--- src/rtl/inst_loader.sv ---
// Streams a length-prefixed byte image into the instruction RAM while holding the CPU.
// Protocol: 16-bit little-endian word count, then 4 little-endian bytes per word.
module inst_loader #(
    parameter int DEPTH = 64
) (
    input  logic        i_clk,
    input  logic        i_rst_n,
    input  logic        i_start,
    input  logic        i_abort,
    input  logic [7:0]  i_byte_in,
    input  logic        i_byte_valid,
    output logic        o_byte_ready,
    output logic        o_mem_we,
    output logic [31:0] o_mem_addr,
    output logic [31:0] o_mem_wdata,
    output logic        o_cpu_hold,
    output logic        o_done,
    output logic        o_err
);

    typedef enum logic [2:0] {
        S_IDLE,
        S_LEN0,
        S_LEN1,
        S_DATA,
        S_WRITE,
        S_DONE,
        S_ERR
    } state_t;

    localparam logic [15:0] LP_DEPTH = 16'(DEPTH);

    state_t      r_state;
    state_t      w_next;
    logic [15:0] r_len;
    logic [15:0] r_word_idx;
    logic [1:0]  r_byte_idx;
    logic [31:0] r_word;

    logic        w_accept;
    logic        w_launch;
    logic [15:0] w_len_full;
    logic [15:0] w_idx_inc;

    assign w_accept   = i_byte_valid && o_byte_ready;
    assign w_launch   = i_start && !i_abort;
    assign w_len_full = {i_byte_in, r_len[7:0]};
    assign w_idx_inc  = r_word_idx + 16'd1;

    always_ff @(posedge i_clk or negedge i_rst_n) begin
        if (!i_rst_n) begin
            r_state <= S_IDLE;
        end else begin
            r_state <= w_next;
        end
    end

    // Abort dominates any byte acceptance in the loading states.
    always_comb begin
        w_next       = r_state;
        o_byte_ready = 1'b0;
        o_mem_we     = 1'b0;
        o_mem_addr   = 32'd0;
        o_mem_wdata  = 32'd0;
        o_cpu_hold   = 1'b0;
        o_done       = 1'b0;
        o_err        = 1'b0;
        case (r_state)
            S_IDLE: begin
                if (w_launch) w_next = S_LEN0;
            end
            S_LEN0: begin
                o_byte_ready = 1'b1;
                o_cpu_hold   = 1'b1;
                if (i_abort)       w_next = S_ERR;
                else if (w_accept) w_next = S_LEN1;
            end
            S_LEN1: begin
                o_byte_ready = 1'b1;
                o_cpu_hold   = 1'b1;
                if (i_abort) begin
                    w_next = S_ERR;
                end else if (w_accept) begin
                    if (w_len_full == 16'd0)         w_next = S_DONE;
                    else if (w_len_full > LP_DEPTH)  w_next = S_ERR;
                    else                             w_next = S_DATA;
                end
            end
            S_DATA: begin
                o_byte_ready = 1'b1;
                o_cpu_hold   = 1'b1;
                if (i_abort)                                w_next = S_ERR;
                else if (w_accept && r_byte_idx == 2'd3)    w_next = S_WRITE;
            end
            S_WRITE: begin
                o_cpu_hold  = 1'b1;
                o_mem_we    = 1'b1;
                o_mem_addr  = {14'd0, r_word_idx, 2'b00};
                o_mem_wdata = r_word;
                if (i_abort)                  w_next = S_ERR;
                else if (w_idx_inc == r_len)  w_next = S_DONE;
                else                          w_next = S_DATA;
            end
            S_DONE: begin
                o_done = 1'b1;
                if (w_launch) w_next = S_LEN0;
            end
            S_ERR: begin
                o_err      = 1'b1;
                o_cpu_hold = 1'b1;
                if (w_launch) w_next = S_LEN0;
            end
            default: w_next = S_IDLE;
        endcase
    end

    always_ff @(posedge i_clk or negedge i_rst_n) begin
        if (!i_rst_n) begin
            r_len      <= 16'd0;
            r_word_idx <= 16'd0;
            r_byte_idx <= 2'd0;
            r_word     <= 32'd0;
        end else begin
            case (r_state)
                S_IDLE, S_DONE, S_ERR: begin
                    if (w_launch) begin
                        r_len      <= 16'd0;
                        r_word_idx <= 16'd0;
                        r_byte_idx <= 2'd0;
                        r_word     <= 32'd0;
                    end
                end
                S_LEN0: begin
                    if (w_accept && !i_abort) r_len[7:0] <= i_byte_in;
                end
                S_LEN1: begin
                    if (w_accept && !i_abort) r_len[15:8] <= i_byte_in;
                end
                S_DATA: begin
                    if (w_accept && !i_abort) begin
                        r_word[{r_byte_idx, 3'b000} +: 8] <= i_byte_in;
                        r_byte_idx                        <= r_byte_idx + 2'd1;
                    end
                end
                S_WRITE: begin
                    r_word_idx <= w_idx_inc;
                    r_byte_idx <= 2'd0;
                end
                default: ;
            endcase
        end
    end

endmodule
--- config.mk ---
export PLATFORM = sky130hd
export DESIGN_NAME = inst_loader
export DESIGN_NICKNAME = d
export VERILOG_FILES = /design/src/rtl/inst_loader.sv
export SDC_FILE = /design/constraint.sdc
export NUM_CORES = 1
export LEC_CHECK = 0
export CORE_ASPECT_RATIO = 1.1
export CORE_MARGIN = 1.5
export CORE_UTILIZATION = 47
export CTS_CLUSTER_DIAMETER = 60
export DETAILED_ROUTE_END_ITERATION = 12
export PLACE_DENSITY = 0.73
export SLEW_MARGIN = 20
export SYNTH_ARGS = -nofsm -noshare
export SYNTH_HDL_FRONTEND = slang
export SYNTH_SLANG_ARGS = --single-unit
export TNS_END_PERCENT = 20
--- constraint.sdc ---
create_clock -name i_clk -period 2.7 [get_ports i_clk]
set_input_delay 0.54 -clock i_clk [delete_from_list [all_inputs] [get_ports i_clk]]
set_output_delay 0.54 -clock i_clk [all_outputs]
set_load 0.01 [all_outputs]
**Yosys cells after proc, flatten, opt, wreduce, memory -nomap -nowiden**

Index checks and enable logic that the tools add are counted.

- Bits in registers: 69
- Input port bits: 13
- Output and inout port bits: 69

- Multiplexer cells: 31
- Reduce and logical (&&, ||, !) cells: 21
- Equal/unequal tests: 15
- Add/sub/neg operators: 3
- Magnitude comparators: 1
- Shifts and indexed selects: 2

Operators by type and width:

| operator | count |
|---|---|
| two-way mux 32 bit | 3 |
| case mux 32 bit (2 select lines) | 1 |
| two-way mux 3 bit | 11 |
| bitwise mux 32 bit | 1 |
| case mux 16 bit (2 select lines) | 1 |
| case mux 8 bit (2 select lines) | 2 |
| variable shift 8 x 7 -> 32 bit, first input constant | 1 |
| indexed part select 8 x 7 -> 32 bit | 1 |
| two-way mux 18 bit | 1 |
| adder 16 x 1 -> 16 bit, second input constant | 1 |
| equality test 16 bit | 1 |
| greater-than comparator 16 x 7 -> 1 bit, second input constant | 1 |
| zero test 16 bit | 1 |
| two-way mux 16 bit | 1 |
| case mux 3 bit (5 select lines) | 1 |
| AND reduction 3 bit | 4 |
| equality test 3 bit, second input constant | 3 |
| inequality test 3 bit, second input constant | 3 |
| two-way mux 8 bit | 1 |
| nonzero test 2 bit | 4 |
| negator 5 -> 7 bit | 1 |
| equality test 3 x 2 -> 1 bit, second input constant | 2 |
| inequality test 2 bit, second input constant | 3 |
| case mux 2 bit (3 select lines) | 1 |
| 14 further kinds | 23 |

**Depth between registers and ports, before layout**

Gate-level depths: netlist (run 1).

- Word-level depth: 8
- Mapped depth: 9
- Mapped depth without buffers: 7

**Worst setup path after synthesis (run 1)**

Ideal clock, no wire load.

- Path type: register to register
- Start point: reg r_word_idx[0]
- End point: reg r_state[1]
- Library setup time: 0.133 ns
- Data arrival time: 2.202 ns
- Path slack: 0.365 ns
- Data required time: 2.567 ns
- Cell stages (with the launch flop): 9
- Buffers on the path: 1
- Period minus slack after synthesis: 2.335 ns
- Cell sequence: dfrtp_1 ha_1 nand3_1 buf_2 or4_4 a221oi_2 o2111ai_1 nor4_2 a21oi_1

- Cells in the longest elaborated chain, start to end: 5

Ends and longest elaborated chain:

| item | RTL line | RTL |
|---|---|---|
| start: declaration | 36 | `logic [15:0] r_word_idx;` |
| start signal: assignment | 146 | `r_word_idx <= w_idx_inc;` |
| adder 16 x 1 -> 16 bit | 48 | `assign w_idx_inc = r_word_idx + 16'd1;` |
| equality test 16 bit | 101 | `else if (w_idx_inc == r_len) w_next = S_DONE;` |
| two-way mux 3 bit | 101 |  |
| two-way mux 3 bit | 100 | `if (i_abort) w_next = S_ERR;` |
| case mux 3 bit (5 select lines) | 68 | `case (r_state)` |
| end signal: assignment | 54 | `r_state <= w_next;` |
| end: declaration | 33 | `state_t r_state;` |

No other way between the ends.
A chain may end at the register's enable or synchronous reset.

**Worst setup path in the final report (run 1)**

Ends and elaborated chain as after synthesis.

==> flow_metrics.env, run 1 <==
export IMPL_dp_hpwl_um=8650
export IMPL_synth_edff_count=0
export IMPL_fin_crit_sh=0.969
export IMPL_fin_setup_tns_ns=0
export IMPL_worstPathArrival_ns=2.84
export IMPL_grt_use_total=0.263
export IMPL_drc_errors=0
export IMPL_postRouteAntennaNets=0
export IMPL_setup_violations=0
export IMPL_clock_sinks=69
export IMPL_clkSlewWorstSetupHoldPaths_ns=0.08
export IMPL_dp_cells=708
export IMPL_start_util=0.490
export IMPL_synth_area_leader_cell="dfrtp_1"
export IMPL_dp_slack_ns=0.0894
export IMPL_die_width_um=95.4
export IMPL_row_count=36
export IMPL_fillers=818
export IMPL_dieArea_um2=9970
export IMPL_final_common_cell="nand2_1"
export IMPL_area_growth_pct=24.8
export IMPL_final_cells=724
export IMPL_wl_um=12200
export IMPL_clk_path_buf_depth=2
export IMPL_grt_max_degree=44
export IMPL_synthCells=535
export IMPL_drv_cap=0
export IMPL_worst_slack_ns=0.0837
export IMPL_critPathRequiredTime_ns=2.93
export IMPL_place_area_um2=5240
export IMPL_cts_max_level=3
export IMPL_finalInstanceArea_um2=5500
export IMPL_vias=4094
export IMPL_ys_seq_area_frac=0.391
export IMPL_cp_end_kind="flip-flop"
export IMPL_vias_per_cell=5.65
export IMPL_finalMaxSlewViolations=0
export IMPL_first_pass_iters=4
export IMPL_synth_top_cell_area_share=0.391
export IMPL_num_antenna_cells=0
export IMPL_path_class="flip-flop to flip-flop"
export IMPL_drt_iter0_drc=216
export IMPL_max_freq_ghz=0.382
export IMPL_final_hold_viol_count=0
export IMPL_root_buffer="clkbuf_8"
export IMPL_max_slew_margin_rel=0.328
export IMPL_mostFrequentLayoutCells="nand2_1 (73), dfrtp_1 (67), clkdlybuf4s50_1 (64)"
export IMPL_final_util=0.611
export IMPL_synthFlopType="dfrtp_1"
export IMPL_crit_fanout=8
export IMPL_synth_area_um2=4410
export IMPL_ys_warn_count=0
export IMPL_async_reset_ff_frac=1.00
export IMPL_status="complete, no violations"
export IMPL_die_h_um=105
export IMPL_gp_congestion=0.882
export IMPL_synth_area_per_cell_um2=8.24
export IMPL_cts_buffers=9
export IMPL_fp_coreArea_um2=9010
export IMPL_irDropWorstVdd_mv=0.492
export IMPL_rsz0062_at_grt="false"
export IMPL_hold_buffers=0
export IMPL_start_kind="flip-flop"
export IMPL_io_buffers=65
export IMPL_worst_pin_slew_ns=1.00
export IMPL_clk_latency_ns=0.35
export IMPL_drive_above_1_share=0.121
export IMPL_synth_seq_cells=69
export IMPL_fin_crit_ns=2.62
export IMPL_antenna_found_initial=0
export IMPL_overflow=0
export IMPL_synth_distinct_cells=59
export IMPL_hp_class="input port to async pin"
export IMPL_nets=624
export IMPL_ios=82
export IMPL_cts_tree="done"
export IMPL_synthTopCellsByArea="dfrtp_1 (39%), and3_1 (7.4%), nand2_1 (6.2%)"
export IMPL_skew_ns=0.00766
export IMPL_grt_pass1_wl_um=20200
export IMPL_p_per_area_nw_per_um2=866
export IMPL_p_leak_nw=2.57
export IMPL_wl_per_cell_um=16.8
export IMPL_grt_pass1_vias=4048
[synth_stat cells (2+ instances only)]
library cell / instances
o21ai_1: 45
buf_4: 18
o21ai_0: 15
o31a_1: 2
ha_1: 6
clkbuf_1: 31
a21oi_1: 10
dfrtp_1: 69
and3b_1: 3
nand4_1: 6
o41ai_1: 2
a31oi_1: 5
a32o_1: 2
mux2i_1: 12
nor3_1: 10
mux2_2: 9
o21a_1: 2
o221ai_1: 3
nor4_2: 2
and3_1: 52
buf_2: 6
xnor2_1: 10
xor2_1: 8
nor2b_1: 4
inv_1: 19
nand2_1: 73
nor2_1: 43
o211ai_1: 2
or3_1: 2
nand3_1: 20
nor4_1: 7
nor3b_1: 2
a21o_1: 2
nand2b_1: 2
o31ai_1: 7
[area by class of cell]
cell class              instances  area, um2  area share
clock inverters                 7        123      0.0223
multi-input cells             404       2380       0.433
clock buffers                   9        124      0.0225
flip-flops and latches         69       1730       0.314
repair buffers                101        928       0.169
inverters                      20       75.1      0.0136
well taps                     114        143      0.0259
[routing by layer]
layer,vias up,wire length (um),GRT usage
li1,1986,-,-
met4,0,288,0.107
met5,-,0,0
met2,124,6080,0.441
met1,1960,5050,0.325
met3,24,743,0.0524
[registers in the layout, summed over array words and instances (netlist names)]
signal      flops
r_word         32
r_len          16
r_byte_idx      2
r_word_idx     16
r_state         3
[critical path, cell delays in order, from the launching register on]
cell and delay (ns):
dfrtp_2 0.44, ha_2 0.24, nand3_1 0.18, a311o_1 0.38, o22a_1 0.20, or4_1 0.59, nor4_4 0.36, a21oi_1 0.11
[through the flow]
stage / hold slack [ns] / power (W)
floorplan: 0.244 / 0.00299
global placement: 0.462 / 0.00361
detailed placement: 0.469 / 0.00369
CTS: 0.235 / 0.00474
global route: 0.259 / 0.00510
finish: 0.214 / 0.00477
[report_power, final]
part           internal [W]  switching [W]  leakage [nW]  total, W
registers           0.00127       0.000284         0.943   0.00155
logic              0.000896        0.00126          1.51   0.00216
clock network      0.000618       0.000434         0.116   0.00105
[cell families (layout without fill, tap and decap cells)]
family,Yosys count,in the layout,synth area share
AND/OR/NAND/NOR,233,233,0.267
AO/OA/AOI/OAI,110,110,0.153
buffers and inverters,77,137,0.0843
flip-flops,69,69,0.391
multiplexers,21,21,0.0502
XOR/XNOR,18,18,0.0357
adder cells (fa/ha/maj),6,6,0.0170
other,1,16,0.000850
[timing repair]
item | in CTS | in global routing
buffers inserted | 0 | 0
setup endpoints to repair | 0 | 2
resized for setup | 0 | 4
[worst paths after layout]
check / start / to / slack (ns) / cells past startpoint
max: r_word_idx[0]$_DFFE_PN0P_ / r_state[1]$_DFFE_PN0P_ / 0.08 / 7
min: i_rst_n / r_word_idx[11]$_DFFE_PN0P_ / 0.21 / 1
max reg2reg: r_word_idx[0]$_DFFE_PN0P_ / r_state[1]$_DFFE_PN0P_ / 0.08 / 7
min reg2reg: r_word[28]$_DFFE_PN0P_ / r_word[28]$_DFFE_PN0P_ / 0.48 / 2
max in group asynchronous: i_rst_n / r_byte_idx[1]$_DFFE_PN0P_ / 1.84 / 2
min in group i_clk: r_word[28]$_DFFE_PN0P_ / r_word[28]$_DFFE_PN0P_ / 0.48 / 2
No activity file was read; power rests on OpenSTA's default activity.
==> run 2: changes to the inputs <==
--- a/config.mk
+++ b/config.mk
@@ -10,6 +10,7 @@
 export CORE_UTILIZATION = 47
 export CTS_CLUSTER_DIAMETER = 60
 export DETAILED_ROUTE_END_ITERATION = 12
+export GPL_TIMING_DRIVEN = 0
 export PLACE_DENSITY = 0.73
 export SLEW_MARGIN = 20
 export SYNTH_ARGS = -nofsm -noshare
==> run 2 against run 1 <==
Against the previous run:
- routed wire length up 3.1%
- clock skew about the same
- hold slack worse by 0.17 ns
- first-iteration DRC count increased by 7.4%
- final cell count rose by 3.7%
- sequential cell count unchanged
- combinational power grew 7%
- register-to-register slack worse by 0.02 ns
- clock power shrank 24%
- utilization increased by 1.5 points
- non-clock buffer count up 27
- via count is 3.7% higher
- critical path type is now flip-flop to primary output
==> flow_metrics.env, run 2 (synthesized netlist as in run 1, its figures left out) <==
export IMPL_p_sw_w=0.00202
export IMPL_gp_congestion=0.911
export IMPL_wirelength_met1_um=5160
export IMPL_path_class="flip-flop to primary output"
export IMPL_final_common_cell="nand2_1"
export IMPL_nets=651
export IMPL_first_pass_iters=5
export IMPL_grt_use_total=0.260
export IMPL_grt_pass1_wl_um=20200
export IMPL_row_count=36
export IMPL_die_h_um=105
export IMPL_antenna_found_initial=0
export IMPL_vias_per_cell=5.65
export IMPL_top_regs="r_word (32), r_len (16), r_word_idx (16)"
export IMPL_max_slew_margin_rel=0.462
export IMPL_p_int_w=0.00261
export IMPL_cts_max_level=3
export IMPL_skew_ns=0.00789
export IMPL_overflow=0
export IMPL_fp_coreArea_um2=9010
export IMPL_clock_sinks=69
export IMPL_routed_top_layer="met4"
export IMPL_setup_violations=0
export IMPL_drv_cap=0
export IMPL_start_util=0.490
export IMPL_finalMaxSlewViolations=0
export IMPL_area_growth_pct=27.9
export IMPL_r2r_start="r_word_idx[1]$_DFFE_PN0P_"
export IMPL_ios=82
export IMPL_wl_um=12500
export IMPL_postRouteAntennaNets=0
export IMPL_cp_startpoint="r_state[1]$_DFFE_PN0P_"
export IMPL_start_kind="flip-flop"
export IMPL_root_buffer="clkbuf_8"
export IMPL_final_hold_viol_count=0
export IMPL_cts_buffers=9
export IMPL_drc_errors=0
export IMPL_fillers=793
export IMPL_dp_slack_ns=-0.535
export IMPL_io_buffers=64
export IMPL_sw_frac_of_total=0.436
export IMPL_largest_register_ffs=32
export IMPL_worstPathArrival_ns=2.11
export IMPL_p_per_area_nw_per_um2=821
export IMPL_dieArea_um2=9970
export IMPL_r2r_slack_ns=0.06
export IMPL_vias=4246
export IMPL_largest_register="r_word"
export IMPL_drive_above_1_share=0.138
export IMPL_pwr_share_clk=0.172
export IMPL_irDropWorstVdd_mv=0.454
export IMPL_dp_hpwl_um=8880
export IMPL_fin_crit_sh=0.982
export IMPL_worst_pin_slew_ns=0.800
export IMPL_status="complete, no violations"
export IMPL_r2r_end="r_state[1]$_DFFE_PN0P_"
export IMPL_clkSlewWorstSetupHoldPaths_ns=0.08
export IMPL_r2r_cells=8
export IMPL_wl_met2_um=6260
export IMPL_ff_latch_area_um2=1730
export IMPL_crit_fanout=10
export IMPL_cp_end_kind="primary output"
export IMPL_worst_slack_ns=0.0475
export IMPL_num_antenna_cells=0
export IMPL_critPathRequiredTime_ns=2.16
export IMPL_p_comb_frac=0.501
export IMPL_pwr_share_seq=0.327
export IMPL_mostFrequentLayoutCells="nand2_1 (72), dfrtp_1 (67), and3_1 (52)"
export IMPL_final_util=0.626
export IMPL_fin_crit_ns=2.65
export IMPL_clk_path_buf_depth=2
export IMPL_wl_per_cell_um=16.7
export IMPL_multi_input_area_um2=2410
export IMPL_hp_class="input port to async pin"
export IMPL_max_freq_ghz=0.377
export IMPL_grt_max_degree=56
export IMPL_rsz0062_at_grt="true"
export IMPL_wl_met3_um=821
export IMPL_grt_pass1_vias=4066
export IMPL_cts_tree="done"
export IMPL_p_leak_nw=3.08
export IMPL_clk_latency_ns=0.35
export IMPL_die_width_um=95.4
export IMPL_crit_end="o_mem_wdata[25]"
export IMPL_drt_iter0_drc=232
[run 2: changes by cell type in the layout (fill, tap and decap cells not counted), sizes merged, moves of 3 or more]
cell           before  now
bufinv              3    0
clkbuf              9   36
dlymetal6s2s        0   21
buf                37   40
clkdlybuf4s50      64   31
dlygate4sd2         0   11
[run 2: metal layers]
metal  up-vias  GRT usage
met5         -          0
met3        24     0.0590
met2       152      0.440
li1       2033          -
met4         0     0.0959
met1      2037      0.318
[run 2: stage by stage]
step | hold slack [ns] | cell area (um2) | instances | setup TNS (ns) | power [W]
final | 0.0433 | 5640 | 751 | 0 | 0.00463
after floorplan | 0.244 | 4470 | 550 | 0 | 0.00299
after global placement | 0.461 | 5250 | 728 | -96.04 | 0.00358
after global routing | 0.0409 | 5640 | 751 | -0.0487 | 0.00496
after detailed placement | 0.420 | 5280 | 729 | -9.71 | 0.00365
after CTS | 0.0326 | 5510 | 746 | -0.0630 | 0.00455
[run 2: layout make-up]
type / count / area share
plain buffers: 56 / 0.0610
clock buffers: 11 / 0.0268
clock inverters: 5 / 0.00599
inverters: 20 / 0.0133
multi-input cells: 404 / 0.427
flip-flops and latches: 69 / 0.306
well taps: 114 / 0.0253
repair buffers: 72 / 0.134
[run 2: critical path, stage by stage (launching register included)]
cell	delay (ns)
dfrtp_1	0.40
clkbuf_4	0.20
nor2_4	0.11
buf_4	0.17
buf_4	0.18
and3_1	0.17
clkdlybuf4s50_1	0.53
[run 2: how the worst min path moves through the flow]
stage | slack [ns] | cells past startpoint | endpoint | from
floorplan | 0.24 | 0 | r_byte_idx[0]$_DFFE_PN0P_ | i_rst_n
global placement | 0.46 | 2 | r_word[6]$_DFFE_PN0P_ | r_word[6]$_DFFE_PN0P_
detailed placement | 0.42 | 1 | r_word_idx[11]$_DFFE_PN0P_ | i_rst_n
CTS | 0.03 | 1 | r_word_idx[11]$_DFFE_PN0P_ | i_rst_n
global route | 0.04 | 1 | r_word_idx[11]$_DFFE_PN0P_ | i_rst_n
finish | 0.04 | 1 | r_word_idx[11]$_DFFE_PN0P_ | i_rst_n
[run 2: timing repair]
action / 4_1_cts / 5_1_grt
endpoints found under the setup margin: 54 / 42
gates resized for setup: 39 / 37
buffers inserted: 2 / 5
hold buffers: 0 / 0
pin swaps: 2 / 3
[run 2: power by group through the flow]
stage / Clock, W / Sequential (W) / Combinational [W]
finish: 0.000798 / 0.00151 / 0.00232
global route: 0.000867 / 0.00155 / 0.00255
CTS: 0.000817 / 0.00151 / 0.00223
detailed placement: 0 / 0.00151 / 0.00214
global placement: 0 / 0.00150 / 0.00209
floorplan: 0 / 0.00144 / 0.00155
==> run 3: changes to the inputs <==
--- a/config.mk
+++ b/config.mk
@@ -6,7 +6,7 @@
 export NUM_CORES = 1
 export LEC_CHECK = 0
 export CORE_ASPECT_RATIO = 1.1
-export CORE_MARGIN = 1.5
+export CORE_MARGIN = 5
 export CORE_UTILIZATION = 47
 export CTS_CLUSTER_DIAMETER = 60
 export DETAILED_ROUTE_END_ITERATION = 12
==> run 3 against run 2 <==
Against the previous run:
- via count hardly changed
- critical path depth stayed put
- total power is 1.1% lower
- critical path type unchanged
- highest routed layer unchanged
==> flow_metrics.env, run 3 (synthesized netlist as in run 1, its figures left out) <==
export IMPL_largest_register_ffs=32
export IMPL_cts_tree="done"
export IMPL_antenna_found_initial=0
export IMPL_irDropWorstVdd_mv=0.354
export IMPL_setup_violations=0
export IMPL_r2r_slack_ns=0.08
export IMPL_p_leak_nw=3.19
export IMPL_postRouteAntennaNets=0
export IMPL_grt_pass1_wl_um=20700
export IMPL_die_h_um=112
export IMPL_fin_crit_ns=2.64
export IMPL_mostFrequentLayoutCells="nand2_1 (72), dfrtp_1 (67), and3_1 (52)"
export IMPL_nets=647
export IMPL_wl_per_cell_um=16.6
export IMPL_path_class="flip-flop to primary output"
export IMPL_grt_use_total=0.224
export IMPL_fillers=836
export IMPL_clkSlewWorstSetupHoldPaths_ns=0.08
export IMPL_max_freq_ghz=0.379
export IMPL_p_per_area_nw_per_um2=814
export IMPL_p_sw_w=0.00202
export IMPL_die_width_um=102
export IMPL_wl_um=12500
export IMPL_hp_class="input port to async pin"
export IMPL_start_util=0.476
export IMPL_cts_buffers=9
export IMPL_top_regs="r_word (32), r_len (16), r_word_idx (16)"
export IMPL_root_buffer="clkbuf_8"
export IMPL_worst_pin_slew_ns=0.718
export IMPL_overflow=0
export IMPL_fin_crit_sh=0.978
export IMPL_fp_coreArea_um2=9260
export IMPL_gp_congestion=0.926
export IMPL_final_hold_viol_count=0
export IMPL_grt_pass1_vias=4268
export IMPL_rsz0062_at_grt="true"
export IMPL_worstPathCellList="buf_2, nor2_4, buf_4, clkbuf_4, and3_1, clkdlybuf4s50_1"
export IMPL_hold_buffers=0
export IMPL_pwr_share_clk=0.165
export IMPL_r2r_cells=7
export IMPL_area_growth_pct=27.5
export IMPL_cp_slowest_cell="clkdlybuf4s50_1"
export IMPL_ff_latch_area_um2=1730
export IMPL_vias_per_cell=5.66
export IMPL_worst_slack_ns=0.0598
export IMPL_first_pass_iters=4
export IMPL_skew_ns=0.00911
export IMPL_worstPathArrival_ns=2.10
export IMPL_p_comb_frac=0.499
export IMPL_final_util=0.607
export IMPL_grt_max_degree=57
export IMPL_crit_family="buffers and inverters"
export IMPL_dp_slack_ns=-0.636
export IMPL_vias=4244
export IMPL_clk_latency_ns=0.34
export IMPL_critPathRequiredTime_ns=2.16
export IMPL_drc_errors=0
export IMPL_p_int_w=0.00256
export IMPL_multi_input_area_um2=2410
export IMPL_pwr_share_seq=0.336
export IMPL_holdWs_ns=0.0409
export IMPL_drt_iter0_drc=213
export IMPL_status="complete, no violations"
export IMPL_clock_sinks=69
export IMPL_dp_hpwl_um=9140
export IMPL_num_antenna_cells=0
export IMPL_drive_above_1_share=0.137
export IMPL_dp_cells=732
export IMPL_largest_register="r_word"
export IMPL_max_slew_margin_rel=0.517
export IMPL_crit_path_max_incr_delay_ns=0.55
export IMPL_crit_fanout=10
export IMPL_r2r_end="r_state[1]$_DFFE_PN0P_"
export IMPL_final_cells=750
export IMPL_ios=82
export IMPL_finalMaxSlewViolations=0
export IMPL_clk_path_buf_depth=2
export IMPL_fin_total_pwr_w=0.00458
export IMPL_row_count=37
export IMPL_crit_buf_inv=4
export IMPL_start_kind="flip-flop"
export IMPL_dieArea_um2=11400
export IMPL_cp_end_kind="primary output"
export IMPL_sw_frac_of_total=0.441
export IMPL_final_common_cell="nand2_1"
export IMPL_r2r_start="r_word_idx[0]$_DFFE_PN0P_"
export IMPL_drv_cap=0
export IMPL_io_buffers=64
export IMPL_cts_max_level=3
run 3: changes by cell type in the layout (fill, tap and decap cells not counted), moves of 2 or more:
cell             delta
clkinv_4            +3
clkbuf_8            -2
clkdlybuf4s50_1     -5
clkinvlp_4          -2
buf_4               -2
dlygate4sd2_1       -2
dlymetal6s2s_1      +7
run 3: final cells by class:
class,instances,share of cell area
inverter,20,0.0134
clock buffer,9,0.0220
tap,117,0.0260
clock inverter,7,0.00890
buffer,55,0.0599
multi-input combinational,404,0.428
sequential,69,0.308
timing repair buffer,69,0.134
run 3: worst max-delay path by stage:
stage | startpoint | endpoint | cells past startpoint
finish | r_state[0]$_DFFE_PN0P_ | o_mem_wdata[31] | 6
global route | r_state[0]$_DFFE_PN0P_ | o_mem_wdata[31] | 6
CTS | r_state[0]$_DFFE_PN0P_ | o_mem_wdata[16] | 7
detailed placement | r_state[1]$_DFFE_PN0P_ | o_mem_addr[10] | 7
global placement | i_rst_n | r_word[12]$_DFFE_PN0P_ | 1
floorplan | r_word_idx[0]$_DFFE_PN0P_ | r_state[1]$_DFFE_PN0P_ | 8
run 3: stage by stage:
stage               area [um2]  TNS [ns]
floorplan                 4470         0
global placement          5250    -95.90
detailed placement        5280    -10.77
CTS                       5520   -0.0283
global route              5620   -0.0122
finish                    5620         0
run 3: timing repair:
item / in CTS / in global routing
endpoints found under the setup margin: 54 / 46
resized for setup: 34 / 49
pin swaps: 2 / 0
buffers inserted: 4 / 0
run 3: power groups by stage:
stage / combinational, W / clock (W) / sequential (W)
after floorplan: 0.00155 / 0 / 0.00144
after global placement: 0.00208 / 0 / 0.00149
after detailed placement: 0.00214 / 0 / 0.00151
after CTS: 0.00225 / 0.000778 / 0.00152
after global routing: 0.00251 / 0.000815 / 0.00157
final: 0.00228 / 0.000757 / 0.00154
run 3: layer usage:
| layer | routed length [um] | up-vias | global-route usage |
|---|---|---|---|
| li1 | - | 2023 | - |
| met1 | 5020 | 2023 | 0.275 |
| met2 | 6410 | 166 | 0.397 |
| met3 | 794 | 32 | 0.0307 |
| met4 | 255 | 0 | 0.0752 |
| met5 | 0 | - | 0 |
